**src/rtl/truth_table_sweeper.sv**
```systemverilog
// Exhaustive stimulus engine: walks an N-bit vector through all 2^N patterns,
// samples the module-under-test at the end of each dwell and scores it against EXPECTED.
module truth_table_sweeper #(
  parameter int              N        = 3,
  parameter int              DWELL    = 20,
  parameter logic [2**N-1:0] EXPECTED = 8'b1001_0110
) (
  input  logic         clk,
  input  logic         rst_n,
  input  logic         start,
  input  logic         loop,
  input  logic         dut_out,
  output logic [N-1:0] dut_in,
  output logic         busy,
  output logic         done,
  output logic         sweep_done,
  output logic         pass,
  output logic [N:0]   err_count,
  output logic         fail_valid,
  output logic [N-1:0] first_fail_idx
);

  typedef enum logic [1:0] {IDLE, RUN, DONE} state_e;

  localparam logic [15:0]  DWELL_LAST = 16'(DWELL - 1);
  localparam logic [N-1:0] IDX_LAST   = '1;

  state_e         state_q, state_d;
  logic [N-1:0]   idx_q, idx_d;
  logic [15:0]    dwell_q, dwell_d;
  logic [N:0]     err_q, err_d;
  logic           fv_q, fv_d;
  logic [N-1:0]   ffi_q, ffi_d;
  logic           sd_q, sd_d;

  always_ff @(posedge clk or negedge rst_n) begin
    if (!rst_n) begin
      state_q <= IDLE;
      idx_q   <= '0;
      dwell_q <= '0;
      err_q   <= '0;
      fv_q    <= 1'b0;
      ffi_q   <= '0;
      sd_q    <= 1'b0;
    end else begin
      state_q <= state_d;
      idx_q   <= idx_d;
      dwell_q <= dwell_d;
      err_q   <= err_d;
      fv_q    <= fv_d;
      ffi_q   <= ffi_d;
      sd_q    <= sd_d;
    end
  end

  always_comb begin
    state_d = state_q;
    idx_d   = idx_q;
    dwell_d = dwell_q;
    err_d   = err_q;
    fv_d    = fv_q;
    ffi_d   = ffi_q;
    sd_d    = 1'b0;
    unique case (state_q)
      IDLE, DONE: begin
        if (start) begin
          state_d = RUN;
          idx_d   = '0;
          dwell_d = '0;
          err_d   = '0;
          fv_d    = 1'b0;
          ffi_d   = '0;
        end
      end
      RUN: begin
        if (dwell_q == DWELL_LAST) begin
          // Score the pattern that has had DWELL-1 cycles to settle.
          if (dut_out != EXPECTED[idx_q]) begin
            if (err_q != '1) err_d = err_q + (N+1)'(1);
            if (!fv_q) begin
              fv_d  = 1'b1;
              ffi_d = idx_q;
            end
          end
          dwell_d = '0;
          if (idx_q == IDX_LAST) begin
            sd_d  = 1'b1;
            idx_d = '0;
            if (!loop) state_d = DONE;
          end else begin
            idx_d = idx_q + N'(1);
          end
        end else begin
          dwell_d = dwell_q + 16'd1;
        end
      end
      default: state_d = IDLE;
    endcase
  end

  // Results are frozen in DONE, so pass can be derived straight from the count.
  assign busy           = (state_q == RUN);
  assign done           = (state_q == DONE);
  assign dut_in         = busy ? idx_q : '0;
  assign pass           = done && (err_q == '0);
  assign sweep_done     = sd_q;
  assign err_count      = err_q;
  assign fail_valid     = fv_q;
  assign first_fail_idx = ffi_q;

endmodule

```
**config.mk**
```make
export PLATFORM = sky130hd
export DESIGN_NAME = truth_table_sweeper
export DESIGN_NICKNAME = d
export VERILOG_FILES = /design/src/rtl/truth_table_sweeper.sv
export SDC_FILE = /design/constraint.sdc
export NUM_CORES = 1
export LEC_CHECK = 0
export CAP_MARGIN = 10
export CORE_ASPECT_RATIO = 1.75
export CORE_MARGIN = 2
export CORE_UTILIZATION = 30
export CTS_CLUSTER_SIZE = 20
export DETAILED_ROUTE_END_ITERATION = 6
export SLEW_MARGIN = 20
export SYNTH_ARGS = -nofsm -noshare
export SYNTH_HDL_FRONTEND = slang
export SYNTH_SLANG_ARGS = --single-unit
```
**constraint.sdc**
```tcl
create_clock -name clk -period 5.15 [get_ports clk]
set_input_delay 1.545 -clock clk [delete_from_list [all_inputs] [get_ports clk]]
set_output_delay 1.545 -clock clk [all_outputs]
set_load 0.02 [all_outputs]
```
**Word-level counts from Yosys, hierarchy flattened**

Memories as Yosys holds them, arrays and structs flattened.
Index checks and enable logic that the tools add are counted.

- Flip-flop bits (word level): 30
- Memory bits (read-only): 8
- Input port bits: 5
- Word-level logic and storage cells: 66
- Memories: 1

- Add/sub/neg operators: 3
- Order comparisons: 1
- Equal/unequal tests: 13
- Muxes and demuxes: 30
- Reductions and logical operators: 11

Memories:

| name | words | width | rd ports | clocked after Yosys merged registers in | write ports | RTL line | RTL |
|---|---|---|---|---|---|---|---|
| (name not given) | 8 | 1 | 1 | 0 | 0 | 78 | `if (dut_out != EXPECTED[idx_q]) begin` |

Operator list:

| operator | number |
|---|---|
| two-way mux 16 bit | 2 |
| one-hot mux 16 bit (2 select lines) | 1 |
| two-way mux 3 bit | 7 |
| adder 16 x 1 -> 16 bit, second input constant | 1 |
| equality test 16 x 5 -> 1 bit, second input constant | 1 |
| two-way mux 4 bit | 4 |
| one-hot mux 3 bit (2 select lines) | 2 |
| AND reduction 5 bit | 2 |
| two-way mux 2 bit | 4 |
| inequality test 2 x 1 -> 1 bit, second input constant | 4 |
| one-hot mux 4 bit (2 select lines) | 1 |
| AND reduction 4 bit | 2 |
| two-way mux 1 bit | 7 |
| inequality test 2 bit, second input constant | 3 |
| adder 4 x 1 -> 4 bit, second input constant | 1 |
| logical NOT 4 bit | 1 |
| < comparator 3 x 4 -> 1 bit, second input constant | 1 |
| inequality test 4 bit, second input constant | 1 |
| one-hot mux 2 bit (2 select lines) | 1 |
| adder 3 x 1 -> 3 bit, second input constant | 1 |
| equality test 3 bit, second input constant | 1 |
| AND reduction 3 bit | 1 |
| equality test 2 x 1 -> 1 bit, second input constant | 1 |
| equality test 2 bit, second input constant | 1 |
| 7 further kinds | 7 |

**Depth between registers and ports, before layout**

- Depth after elaboration: 6
- Depth in mapped cells: 6

**Worst setup path after synthesis**

OpenSTA, ideal clock, no wires.

- Kind: reg-to-output
- Start: register err_q[0] (netlist: err_count[0])
- End: output port pass
- Data arrival time: 1422 ps
- Data required time: 3605 ps
- Slack: 2183 ps
- Stages on the path, launching flop included: 4
- Path buffers: 0
- Path through: dfrtp_1 -> inv_1 -> ha_1 -> nor4b_1

- Word-level cells in the longest chain between the ends: 2

Ends and longest elaborated chain:

| element | RTL line | RTL |
|---|---|---|
| start: declaration | 31 | `logic [N:0] err_q, err_d;` |
| start signal: assignment | 49 | `err_q <= err_d;` |
| logical NOT 4 bit | 105 | `assign pass = done && (err_q == '0);` |
| logical AND 1 bit | 105 |  |
| end: declaration | 17 | `output logic pass,` |

No other way between the ends.

**Worst setup path in the final report**

- Start: register state_q[1]
- End: output port busy

- Word-level cells in the longest chain between the ends: 1

Ends and longest elaborated chain:

| element | RTL line | RTL |
|---|---|---|
| start: declaration | 28 | `state_e state_q, state_d;` |
| start signal: assignment | 46 | `state_q <= state_d;` |
| equality test 2 x 1 -> 1 bit | 102 | `assign busy = (state_q == RUN);` |
| end: declaration | 14 | `output logic busy,` |

No other way between the ends.

==> impl_metrics.sql <==
INSERT INTO impl_metrics (metric_group, metric, value, unit) VALUES
('setup_path', 'maximum_single_stage_delay_on_the_critical_path', '0.68', 'ns'),
('setup_path', 'start_kind', 'flip-flop', ''),
('status', 'outcome', 'finished clean', ''),
('sta', 'worst_slew_pin_slew', '0.9385', 'ns'),
('min_path', 'min_from', 'dwell_q[14]$_DFFE_PN0P_', ''),
('yosys', 'synth_simple_gate_area_share', '23.62', '%'),
('setup_path', 'timing.critical_path.to_type', 'primary output', ''),
('grt', 'grt_start_max_net_pins', '22', ''),
('pwr', 'power_frac_seq', '40.0', '%'),
('pwr', 'comb_power_share', '36.7', '%'),
('yosys', 'async_reset_ff_share', '100.0', '%'),
('yosys', 'ys_seq_area_share', '42.55', '%'),
('setup_path', 'reg2reg_from', 'dwell_q[1]$_DFFE_PN0P_', ''),
('floorplanning', 'row_count', '37', ''),
('sta', 'setup_viol', '0', ''),
('placement', 'place_ws', '1.567', 'ns'),
('setup_path', 'critical_path_depth', '3', ''),
('pwr', 'finalPower', '0.9516', 'mW'),
('setup_path', 'crit_path_cell_trace', 'nand2b_1 > inv_1 > clkdlybuf4s50_1', ''),
('yosys', 'number_of_nets_produced_by_synthesis', '192', ''),
('clock_network', 'buffers_from_clock_root_to_sink_at_most', '2', ''),
('setup_path', 'critical_path_class', 'reg -> out', ''),
('clock_network', 'clk-insertion-delay-late', '0.28', 'ns'),
('clock_network', 'cts_hold_repair.buffers', '0', ''),
('sta', 'post-route-period-util', '75.13', '%'),
('pwr', 'net_switching', '0.3555', 'mW'),
('setup_path', 'worst-r2r-setup-slack', '2.90', 'ns'),
('yosys', 'compound_cell_area_share_of_the_yosys_netlist', '15.89', '%'),
('clock_network', 'cts_num_sinks', '30', ''),
('clock_network', 'clk_pin_slew', '0.06', 'ns'),
('yosys', 'yosys.area_share.adder', '3.546', '%'),
('clock_network', 'cts_setup_buffers', '0', ''),
('floorplanning', 'num_io_pins', '20', ''),
('clock_network', 'cts.htree.levels', '2', ''),
('clock_network', 'cts-buffers-inserted', '5', ''),
('layout', 'drive_gt1_share', '10.45', '%'),
('sta', 'post-route-worst-setup-slack', '1.281', 'ns'),
('grt', 'grt.total_usage', '14.64', '%'),
('pwr', 'power.share.clock', '23.3', '%'),
('placement', 'postPlaceCellArea', '2023', 'um2'),
('yosys', 'synth-edff-count', '0', ''),
('setup_path', 'critical-path-top-delay-family', 'buffers and inverters', ''),
('layout', 'num_antenna_cells', '0', ''),
('grt', 'grt.overflow.total', '0', ''),
('yosys', 'synth_common_cells', 'dfrtp_1, nor2_1, nand2_1', ''),
('yosys', 'synth.cell_area', '1764', 'um2'),
('sta', 'setup_total_negative_slack', '0', 'ns'),
('layout', 'syn_to_final_growth', '20.92', '%'),
('routing', 'avgRoutedWirePerCell', '14.88', 'um'),
('layout', 'num-nets-final', '210', ''),
('sta', 'worst_slew_margin_rel', '37.24', '%'),
('yosys', 'syn_area_per_cell', '9.693', 'um2'),
('yosys', 'synth_area_leader_cell', 'dfrtp_1', ''),
('setup_path', 'r2r_cells', '5', ''),
('sta', 'max_clock_freq', '258.5', 'MHz'),
('clock_network', 'post_cts_resized', '0', ''),
('setup_path', 'cp.buffers_inverters', '2', ''),
('floorplanning', 'design.die.area', '6534', 'um2'),
('yosys', 'most_used_flip_flop_cell_after_synthesis', 'dfrtp_1', ''),
('routing', 'detailedRoute.firstPassIterationCount', '4', ''),
('yosys', 'yosysTopAreaCellShare', '42.55', '%'),
('placement', 'hpwl', '3045', 'um'),
('sta', 'timing.final.crit_period', '3.869', 'ns'),
('pwr', 'leakage', '0.9053', 'nW'),
('layout', 'fillCellCount', '587', ''),
('floorplanning', 'dieHeight', '105.4', 'um'),
('setup_path', 'worst_path_cell_with_the_longest_stage_delay', 'clkdlybuf4s50_1', ''),
('pwr', 'power_density_cells', '446.1', 'nW/um2'),
('layout', 'final_cell_area', '2133', 'um2'),
('pwr', 'intPower', '0.5962', 'mW'),
('pwr', 'worst_ir_drop_vdd', '0.0002011', 'V');
-- stage by stage --
step / util [%] / hold WS, ns / cells
2_1_floorplan: - / 0.4657 / 182
3_3_place_gp: 34.96 / 0.4962 / 271
3_5_place_dp: 34.96 / 0.5035 / 271
4_1_cts: 36.86 / 0.5134 / 279
5_1_grt: 36.86 / 0.5408 / 279
6_report: 36.86 / 0.5084 / 279
-- registers in the layout (all words and copies together), names as in the netlist --
register	count
dwell_q	16
err_count	4
fail_valid	1
first_fail_idx	3
idx_q	3
state_q	2
sweep_done	1
-- final cells by class --
cell class | count | area, um2 | share of cell area, %
clock buffer | 8 | 110.1 | 5.161
inverter | 8 | 30.03 | 1.408
multi-input combinational | 135 | 947.2 | 44.40
sequential | 30 | 750.7 | 35.19
tap | 78 | 97.59 | 4.575
timing repair buffer | 20 | 197.7 | 9.267
-- worst max path at each step --
stage	endpoint	slack [ns]	start
after floorplan	pass	2.18	err_count[0]$_DFFE_PN0P_
after global placement	busy	1.60	state_q[1]$_DFFE_PN0P_
after detailed placement	busy	1.57	state_q[1]$_DFFE_PN0P_
after CTS	busy	1.25	state_q[1]$_DFFE_PN0P_
after global routing	busy	1.12	state_q[1]$_DFFE_PN0P_
final	busy	1.28	state_q[1]$_DFFE_PN0P_
-- cells in the final DEF (no fill, tap or decap), types with 5 or more instances in the layout --
cell	n
nand2_1	14
xnor2_1	6
clkbuf_8	8
nor2_1	20
clkdlybuf4s50_1	19
nand3_1	6
ha_1	5
dfrtp_1	30
a31oi_1	10
o21ai_0	5
nor3_1	5
inv_1	8
-- power groups by stage --
stage,logic [mW],registers (mW),clock network [mW]
floorplan,0.248,0.374,0
global placement,0.347,0.382,0
detailed placement,0.349,0.383,0
CTS,0.351,0.380,0.230
global route,0.388,0.392,0.243
finish,0.349,0.381,0.222
-- cell families after synthesis --
group | Yosys count
adder cells (fa/ha/maj) | 5
AND/OR/NAND/NOR | 74
XOR/XNOR | 11
flip-flops | 30
AO/OA/AOI/OAI | 38
buffers and inverters | 17
multiplexers | 7
-- metal layers --
metal  part of all wire [%]  global-route usage, %  up-vias
met3                    3.6                  2.945       18
li1                       -                      -      710
met1                     40                  16.90      723
met5                      0                      0        -
met2                     52                  22.62       51
met4                    4.9                  10.79        0
Note: power is estimated with default switching activity, not from simulation.
==> RTL change 1 (config.mk and constraints unchanged) <==
Make the reset (`rst_n`) synchronous in one clocked block.
--- a/src/rtl/truth_table_sweeper.sv
+++ b/src/rtl/truth_table_sweeper.sv
@@ -34,5 +34,5 @@
   logic           sd_q, sd_d;
 
-  always_ff @(posedge clk or negedge rst_n) begin
+  always_ff @(posedge clk) begin
     if (!rst_n) begin
       state_q <= IDLE;
Behaviour: differs if rst_n is asserted again (counterexample within 4 cycles, from zero or initial values and one cycle with rst_n low); with rst_n held inactive, the same outputs for 10 cycles.
==> RTL change 1 against the unedited design <==
The flow now finishes with violations (DRC). Synthesized area fell by 10%. Global-route usage fell by 0.40 points. Design area fell by 12%. Setup slack improved by 0.21 ns. Routed wire length fell by 7.2%. Sequential cell count rose by 1. Critical endpoint is now dut_in[1].
Power is not compared: it rests on default switching activity, and its combinational part moved more than twofold at a synthesized area within 25%.
==> RTL change 1: results (changes against the unedited design) <==
global-route wire length before repair 6313 µm (-11%); layout cell share with drive strength beyond 1 0.08458 (-0.01990); FF-to-FF setup slack 2.57 ns (-0.33 ns); Max Clock Skew 0.006356 ns (+0.001663 ns); synth top area cells dfxtp_1, nor2_1, nand2_1, ha_1, o21ai_0; post-synthesis mux area share 0.006324 (-0.03765); YS warnings 0 (unchanged); root buf cell clkbuf_8; status finished, violations left; slowest cell on the critical path clkdlybuf4s50_1; Clock Latency Late Sink 0.28 ns (about the same); most frequent cells after synthesis dfxtp_1, nor2_1, nand2_1, o21ai_0, a21oi_1; Hold Crit Class flip-flop to flip-flop; worst-margin pin slew 0.8184 ns (-0.1201 ns); Critical Path Max Stage Delay 0.61 ns (-0.07 ns); Max clock buf depth 2 (unchanged); Worst Path Max Fanout 12 (-43%); synth unique cells 46 (unchanged); Worst-path clk slew 0.06 ns (about the same); Critical path origin state_q[1]$_SDFFE_PN0P_; TritonCTS Buffers 5 (unchanged); fraction of synthesized cell area in xor and xnor cells 0.08063 (+0.01822); DRC 3 (+3); Adder-Cell Fraction of Synth Area 0.03953 (+0.004065); Final Hold Slack 0.5072 ns (-0.001169 ns); DR pass1 iterations 6 (+2); nets 212 (+0.95%); Setup Buffers After CTS 0 (unchanged); initial antenna violation count 0 (unchanged); DP HPWL 2880 µm (-5.4%); WL/cell 15.04 µm (+1.1%); GRT Total Usage 0.1424 (-0.004014); antenna diode count 0 (unchanged); Hold Path Origin first_fail_idx[1]$_SDFFE_PN0P_; Compound-Gate Fraction of Synth Area 0.1628 (+0.003981); min setup slack post-route 1.495 ns (+0.2143 ns); via count 1389 (-7.5%); largest net degree at the start of global routing 15 (-32%); IO Port Bufs 19 (unchanged); Seq/Total Area, Yosys 0.3921 (-0.03344); CP Capture Point dut_in[1]; ys async rst share 0 (-1.000); VDD IR max approximately 160 µV; Placer Congestion 0.7893 (-7.0%); number of DRC markers in iteration 0 56 (+14%); vias in the first global route 1325 (-14%); Fill cells 542 (-7.7%); failing checks DRC; cell depth of the worst flop-to-flop path 6 (+1); Net Count, Synth 192 (unchanged); dpl cell area 0.001803 mm² (-11%)
RTL change 1: kinds of logic after synthesis:
group / Yosys count
AND/OR/NAND/NOR: 80
buffers and inverters: 13
adder cells (fa/ha/maj): 5
multiplexers: 1
XOR/XNOR: 13
flip-flops: 31
AO/OA/AOI/OAI: 39
RTL change 1: worst min path at each step:
stage / endpoint / cells after the start
after floorplan: first_fail_idx[1]$_SDFFE_PN0P_ / 2
after global placement: dwell_q[15]$_SDFFE_PN0P_ / 1
after detailed placement: first_fail_idx[1]$_SDFFE_PN0P_ / 2
after CTS: first_fail_idx[1]$_SDFFE_PN0P_ / 2
after global routing: first_fail_idx[1]$_SDFFE_PN0P_ / 2
final: first_fail_idx[1]$_SDFFE_PN0P_ / 2
RTL change 1: power groups by stage:
stage / combinational (mW) / clock [mW] / sequential, mW
after floorplan: 0.0291 / 0 / 0.250
after global placement: 0.0437 / 0 / 0.250
after detailed placement: 0.0441 / 0 / 0.250
after CTS: 0.0442 / 0.176 / 0.245
after global routing: 0.0484 / 0.184 / 0.245
final: 0.0442 / 0.170 / 0.245
RTL change 1: worst max-delay path, delay by kind of cell, from the launching register on:
family	cells	cell delay, ns
simple gates	2	0.52
flops	1	0.31
buf+inv	2	1.00
RTL change 1: stage by stage:
| stage | utilization | total power [mW] | instances |
|---|---|---|---|
| global route | 0.3630 | 0.4778 | 256 |
| detailed placement | 0.3489 | 0.2942 | 250 |
| finish | 0.3630 | 0.4593 | 256 |
| floorplan | - | 0.2792 | 182 |
| CTS | 0.3630 | 0.4647 | 256 |
| global placement | 0.3489 | 0.2938 | 250 |
RTL change 1: cell type report:
class | instances | area [µm²] | area share
Sequential cell | 31 | 620.6 | 0.3309
Timing Repair Buffer | 20 | 197.7 | 0.1054
Multi-Input combinational cell | 138 | 893.4 | 0.4763
Tap cell | 55 | 68.82 | 0.03669
Clock buffer | 6 | 72.57 | 0.03869
Inverter | 6 | 22.52 | 0.01201
RTL change 1: per-layer routing:
layer,share of wire,vias up,track usage
li1,-,687,-
met1,0.38,674,0.1508
met2,0.57,22,0.2615
met3,0.031,6,0.03866
met4,0.014,0,0.04720
met5,0,-,0
==> RTL change 2 (config.mk and constraints unchanged) <==
Without the edit above. Change the parameter `N` from 3 to 5.
--- a/src/rtl/truth_table_sweeper.sv
+++ b/src/rtl/truth_table_sweeper.sv
@@ -2,5 +2,5 @@
 // samples the module-under-test at the end of each dwell and scores it against EXPECTED.
 module truth_table_sweeper #(
-  parameter int              N        = 3,
+  parameter int              N        = 5,
   parameter int              DWELL    = 20,
   parameter logic [2**N-1:0] EXPECTED = 8'b1001_0110
Ports: changed (resized dut_in, err_count and first_fail_idx); port bits go from 20 to 26. No check against the original RTL was run, so the function may have changed too.
==> RTL change 2 against the unedited design <==
Sequential cell count grew 6. Fmax shrank 3.4%. Total power shrank 11%. Design area grew 9.3%. Routed wire length grew 15%. Utilization grew 0.58 points. Setup slack lost 0.14 ns. Synthesized area grew 9.6%.
==> RTL change 2: results (changes against the unedited design) <==
met2 wire length 2538 µm (+18%); area of the multi-input gates 987.2 µm² (+4.2%); Net Count, Synth 211 (+9.9%); ClkCell Share 0.02951 (-0.02211); row cnt 38 (+2.7%); P_int 0.5407 mW (-9.3%); synth unique cells 45 (-2.2%); Logic power comb 0.260 mW (-26%); met2 Track Usage GR 0.2599 (+0.03375); global-route wire length before repair 7769 µm (+10%); nonclk buf count 25 (+25%); Arr. time, crit path 2.46 ns (+0.14 ns); Final Hold Slack 0.4876 ns (-0.02079 ns); Peak Freq 0.2496 GHz (-3.4%); via count 1663 (+11%); largest net degree at the start of global routing 37 (+68%); wirelength, routed 4795 µm (+15%); clock buffers 5 (-3); number of cells after detailed placement 302 (+11%); wl on met1 1932 µm (+17%); Seq/Total Area, Yosys 0.4657 (+0.04019); FF-to-FF setup slack 2.38 ns (-0.52 ns); met1 usage in global routing 0.1537 (-0.01532); Data buffer area share 0.1051 (+0.01248); Final Cell Area 0.002332 mm² (+9.3%); Leak 0.9515 nW (+5.1%); Fill cells 618 (+5.3%); slowest cell on the critical path inv_1; met3 global-route usage 0.02741 (-0.002037); DP Worst Slack 1.442 ns (-0.1244 ns); Syn Inst Count 201 (+10%); WL/cell 15.62 µm (+5.0%); comb_multi_in 153 (+13%); GRT Total Usage 0.1428 (-0.003633); Switching Power 0.3093 mW (-13%); DP HPWL 3468 µm (+14%); status finished, final reports clean; synth top area cells dfrtp_1, nand2_1, nor2_1, o21ai_0, ha_1; VDD IR max 216.4 µV (+7.6%); Placer Congestion 0.8092 (-4.7%)
-- RTL change 2: logic make-up after synthesis --
family | count (synthesis) | synth area share
AOI/OAI and AO/OA | 49 | 0.1921
xor gates and xnor gates | 8 | 0.03622
adders and majority gates | 5 | 0.03234
buffers and inverters | 12 | 0.02393
DFF | 36 | 0.4657
muxes | 1 | 0.005821
and+or+nand+nor | 90 | 0.2438
-- RTL change 2: final timing paths --
path,cells after the start,endpoint,start
max in group asynchronous,1,state_q[1]$_DFFE_PN0P_,rst_n
worst min-delay path,1,dwell_q[15]$_DFFE_PN0P_,dwell_q[15]$_DFFE_PN0P_
min in group asynchronous,1,dwell_q[13]$_DFFE_PN0P_,rst_n
worst min register to register,1,dwell_q[15]$_DFFE_PN0P_,dwell_q[15]$_DFFE_PN0P_
worst max register to register,6,dwell_q[8]$_DFFE_PN0P_,state_q[1]$_DFFE_PN0P_
worst max-delay path,4,dut_in[4],state_q[1]$_DFFE_PN0P_
